--- src/rtl/mul_div_unit.sv ---
// mul_div_unit: sequential signed multiply/divide producing a 64-bit HI/LO pair.
// Multiply uses radix-2 Booth over 32 iterations; divide uses restoring division
// on operand magnitudes with a sign fix-up pass afterwards.
module mul_div_unit (
   input  logic        clk,
   input  logic        clr,
   input  logic        start,
   input  logic        op,
   input  logic [31:0] a,
   input  logic [31:0] b,
   output logic        busy,
   output logic        done,
   output logic [31:0] hi,
   output logic [31:0] lo,
   output logic        dbz
);

   typedef enum logic [1:0] {IDLE, RUN, FIX, DONE} state_t;

   state_t      state, state_nx;
   logic [4:0]  cnt;
   // acc is one bit wider than the datapath: for multiply it keeps Booth partial
   // sums exact (M = 0x80000000 cannot overflow), for divide it holds the
   // shifted partial remainder, which can reach 2^32 - 1.
   logic [32:0] acc;
   logic [31:0] qr;
   logic [31:0] m;
   logic        qm1;
   logic        op_r;
   logic        sa, sb;

   logic        div_zero;
   logic [31:0] a_mag, b_mag;
   logic [32:0] booth_sum;
   logic [32:0] shifted;
   logic        ge;
   logic [32:0] div_rem;
   logic [31:0] q_fix, r_fix;

   // State register; clr has priority over every clocked transition.
   always_ff @(posedge clk or posedge clr) begin
      if (clr) state <= IDLE;
      else     state <= state_nx;
   end

   // Next-state decode and status outputs.
   always_comb begin
      state_nx = state;
      busy     = 1'b0;
      done     = 1'b0;
      div_zero = op && (b == '0);
      case (state)
         IDLE: if (start) state_nx = div_zero ? DONE : RUN;
         RUN: begin
            busy = 1'b1;
            if (cnt == 5'd31) state_nx = FIX;
         end
         FIX: begin
            busy     = 1'b1;
            state_nx = DONE;
         end
         DONE: begin
            done     = 1'b1;
            state_nx = IDLE;
         end
         default: state_nx = IDLE;
      endcase
   end

   // Per-iteration arithmetic for both Booth multiply and restoring divide.
   always_comb begin
      a_mag = a[31] ? -a : a;
      b_mag = b[31] ? -b : b;
      case ({qr[0], qm1})
         2'b01:   booth_sum = acc + {m[31], m};
         2'b10:   booth_sum = acc - {m[31], m};
         default: booth_sum = acc;
      endcase
      shifted = {acc[31:0], qr[31]};
      ge      = (shifted >= {1'b0, m});
      div_rem = ge ? (shifted - {1'b0, m}) : shifted;
      q_fix   = (sa ^ sb) ? -qr : qr;
      r_fix   = sa ? -acc[31:0] : acc[31:0];
   end

   // Datapath: operand latch, iteration, and result write-back.
   always_ff @(posedge clk or posedge clr) begin
      if (clr) begin
         cnt  <= '0;
         acc  <= '0;
         qr   <= '0;
         m    <= '0;
         qm1  <= 1'b0;
         op_r <= 1'b0;
         sa   <= 1'b0;
         sb   <= 1'b0;
         hi   <= '0;
         lo   <= '0;
         dbz  <= 1'b0;
      end else begin
         case (state)
            IDLE: begin
               if (start) begin
                  if (div_zero) begin
                     hi  <= a;
                     lo  <= '1;
                     dbz <= 1'b1;
                  end else begin
                     cnt  <= '0;
                     acc  <= '0;
                     qm1  <= 1'b0;
                     op_r <= op;
                     sa   <= a[31];
                     sb   <= b[31];
                     if (op) begin
                        qr <= a_mag;
                        m  <= b_mag;
                     end else begin
                        qr <= b;
                        m  <= a;
                     end
                  end
               end
            end
            RUN: begin
               cnt <= cnt + 5'd1;
               if (op_r) begin
                  acc <= div_rem;
                  qr  <= {qr[30:0], ge};
               end else begin
                  acc <= {booth_sum[32], booth_sum[32:1]};
                  qr  <= {booth_sum[0], qr[31:1]};
                  qm1 <= qr[0];
               end
            end
            FIX: begin
               if (op_r) begin
                  hi <= r_fix;
                  lo <= q_fix;
               end else begin
                  hi <= acc[31:0];
                  lo <= qr;
               end
               dbz <= 1'b0;
            end
            default: ;
         endcase
      end
   end

endmodule
--- config.mk ---
export PLATFORM = sky130hd
export DESIGN_NAME = mul_div_unit
export DESIGN_NICKNAME = d
export VERILOG_FILES = /design/src/rtl/mul_div_unit.sv
export SDC_FILE = /design/constraint.sdc
export NUM_CORES = 1
export LEC_CHECK = 0
export CAP_MARGIN = 20
export CORE_MARGIN = 2
export CORE_UTILIZATION = 40
export DETAILED_ROUTE_END_ITERATION = 6
export PLACE_DENSITY_LB_ADDON = 0.15
export SYNTH_ARGS = -nofsm -noshare
export SYNTH_HDL_FRONTEND = slang
export SYNTH_SLANG_ARGS = --single-unit
export TNS_END_PERCENT = 10
--- constraint.sdc ---
create_clock -name clk -period 7.5 [get_ports clk]
set_clock_uncertainty 0.2 [all_clocks]
set_input_delay 0.75 -clock clk [delete_from_list [all_inputs] [get_ports clk]]
set_output_delay 0.75 -clock clk [all_outputs]
set_load 0.05 [all_outputs]
==> flow_summary.yaml <==
timing:
  hold_violations: 0
  fin_crit_sh_pct: 69.7
  slew_violations: 0
  final-setup-viol-count: 0
  rsz0062_at_grt: "no"
  relSlewSlack_pct: 35.2
  finalHoldWorstSlack_ns: 0.279
  period_needed_ns: 5.22
  worst_pin_slew_ns: 0.966
  max_freq_mhz: 191
  fin_tns_setup_ns: 0
worst_setup_path:
  worstRegToRegCells: 17
  rr_startpoint: "m[4]"
  cpPeakStageDelay_ns: 0.53
  crit_chain: "nor4_1, nand2_1, nor3_1, nand2_1, nor2_1, a41oi_1, xnor2_1, ha_1, and2_1, a221o_1, a211oi_1, a31o_2, o31ai_1, a21oi_1, or4_1, nand4_1, o211ai_1"
  rr_endpoint: "acc[31]"
  critPathBufInv: 0
  start_kind: "register"
  crit_family: "simple AND/OR/NAND/NOR gates"
  rrSetupSlack_ns: 2.28
  crit_arrival_ns: 5.35
  crit_path_top_delay_cell: "or4_1"
  cp_data_required_time_ns: 7.63
  crit_type: "register to register"
  cpMostUsedCell: "nand2_1"
  critical_path_peak_fanout: 7
  crit_path_end_kind: "register"
routing:
  wl_per_cell_um: 20.2
  viasPerCell: 5.94
  postRouteAntennaNets: 0
  totalWireLength_mm: 52.1
  via_count: 15400
  first_iter_violations: 1357
  first_pass_iters: 7
  drc_errors: 0
clock_tree:
  cts_setup_buffers: 0
  worst_skew_pair.late_latency_ns: 0.45
  cts_hold_buf: 0
  cts_tree: "built"
  root_buffer: "clkbuf_16"
  clkSinkCount: 173
  ctsResizeCount: 0
  clock_path_buffers: 2
  cts_buffers: 17
  h-tree-depth: 4
  cts.clk_slew.worst_paths_ns: 0.07
grt:
  grt_util_all_layers_pct: 25.5
  grt_first_pass_wirelength_mm: 82.5
  antenna_found_initial: 0
  grt_pass1_vias: 14600
  grt-ovfl-total: 0
  grt_max_degree: 71
synth:
  synth.area.mux_share_pct: 2.96
  synth_area_leader_cell: "dfrtp_1"
  yosys_warnings: 0
  yosys-top-cells-count: "nand2_1, a21oi_1, nor2_1"
  synth_fa_ha_area_share_pct: 6.36
  synth_compound_area_share_pct: 28.4
  synthFlopType: "dfrtp_1"
  yosysSeqAreaShare_pct: 27.8
  ys_async_sr_fraction_pct: 100
  yosysTopAreaCellShare_pct: 27.8
  synth_area_leaders: "dfrtp_1, a21oi_1, ha_1"
  ys_ff_latch: 173
  synth-xor-area-share_pct: 11.2
  synth_edf_count: 0
  synth_cells: 2009
  synth.most_common_cell: "nand2_1"
  yosys.area_share.simple_pct: 18.1
  syn_avg_cell_area_um2: 7.76
  synth_top_family_by_area: "compound AO/OA/AOI/OAI gates"
  synth_nets: 2155
  synth.cell_area_mm2: 0.0156
  synth_cell_types: 92
die:
  die_area_mm2: 0.0405
  die-width_um: 201
  io_pins: 135
  start_util_pct: 40.4
  die_h_um: 201
  coreArea_mm2: 0.0386
  num_rows: 72
min_path:
  worst_hold_path_type: "register to register"
  holdPathStages: 2
  min_to: "hi[11]"
  hold_start: "hi[11]"
pwr:
  irDropWorstVdd_uv: 245
  total_power_mw: 9.75
  cellPowerDensity_mw_per_mm2: 547
  p_leak_nw: 7.20
layout:
  nFillCells: 3902
  syn_to_final_growth_pct: 14.4
  finalInstanceArea_mm2: 0.0178
  nNetsFinal: 2200
  layout-drive-gt1-share_pct: 5.18
  n_antenna_cell: 0
  fin_cells: 2585
run_status:
  outcome: "complete, no violations"
placed_design:
  place.port_buffers: 134
  place_area_mm2: 0.0172
  hpwl_mm: 39.6
  gp_congestion: 0.940
  dp.cells: 2552
run:
  maxCapViolCount: 0
[placed cells by master, fill, tap and decap left out, drive strengths merged, types with 37 or more instances in the layout]
cell type,count
o211ai,41
clkdlybuf4s50,133
xnor2,101
o21ai,199
mux2i,37
dfrtp,173
a31oi,48
nand2,220
a21oi,212
inv,74
ha,76
xor2,98
nor2,204
[tightest hold or removal path: cells and delay by family (launching register included)]
family / cells / cell delay [ns]
flops: 1 / 0.34
compound gates: 1 / 0.06
simple gates: 1 / 0.05
[final cells by class]
cell class              count  area (um^2)  share of cell area (%)
multi-input cells        1631        10500                    58.8
clock inverters             9         88.8                   0.499
flip-flops and latches    173         4330                    24.3
repair buffers            156         1520                    8.54
inverters                  75          287                    1.61
clock buffers              23          468                    2.63
well taps                 518          648                    3.64
[registers in the layout, summed over array words and instances (netlist names)]
signal,count
qr,32
state,2
qm1,1
dbz,1
hi,32
cnt,5
lo,32
sa,1
sb,1
op_r,1
m,32
acc,33
[report_power, final]
group	switching (mW)	internal, mW
clock	0.403	0.475
sequential	0.633	1.33
combinational	4.25	2.66
[cell families (layout without fill, tap and decap cells)]
group / after synthesis / in the layout
AND/OR/NAND/NOR: 609 / 609
buffers and inverters: 205 / 263
XOR/XNOR: 199 / 199
adder cells (fa/ha/maj): 78 / 78
flip-flops: 173 / 173
multiplexers: 45 / 45
AO/OA/AOI/OAI: 700 / 700
[worst max-delay path by stage]
stage	startpoint	end	slack, ns	cells after the start
after global placement	m[4]	acc[31]	2.50	17
after detailed placement	m[4]	acc[31]	2.43	17
after global routing	m[4]	acc[31]	1.98	17
after floorplan	clr	acc[0]	1.86	1
after CTS	m[4]	acc[31]	2.39	17
final	m[4]	acc[31]	2.28	17
[metrics by stage]
stage                     utilization (%)  setup WS [ns]
after detailed placement             44.7           2.43
final                                46.2           2.28
after global routing                 46.2           1.98
after global placement               44.7           2.50
after CTS                            46.1           2.39
after floorplan                         -           1.86
[metal layers]
layer	GRT usage [%]	vias to the layer above	routed length [um]
met5	0	-	0
met4	6.62	0	1240
met3	3.95	77	3210
met2	40.0	583	23300
met1	36.4	7379	24300
li1	-	7323	-
Note: power is estimated with default switching activity, not from simulation.
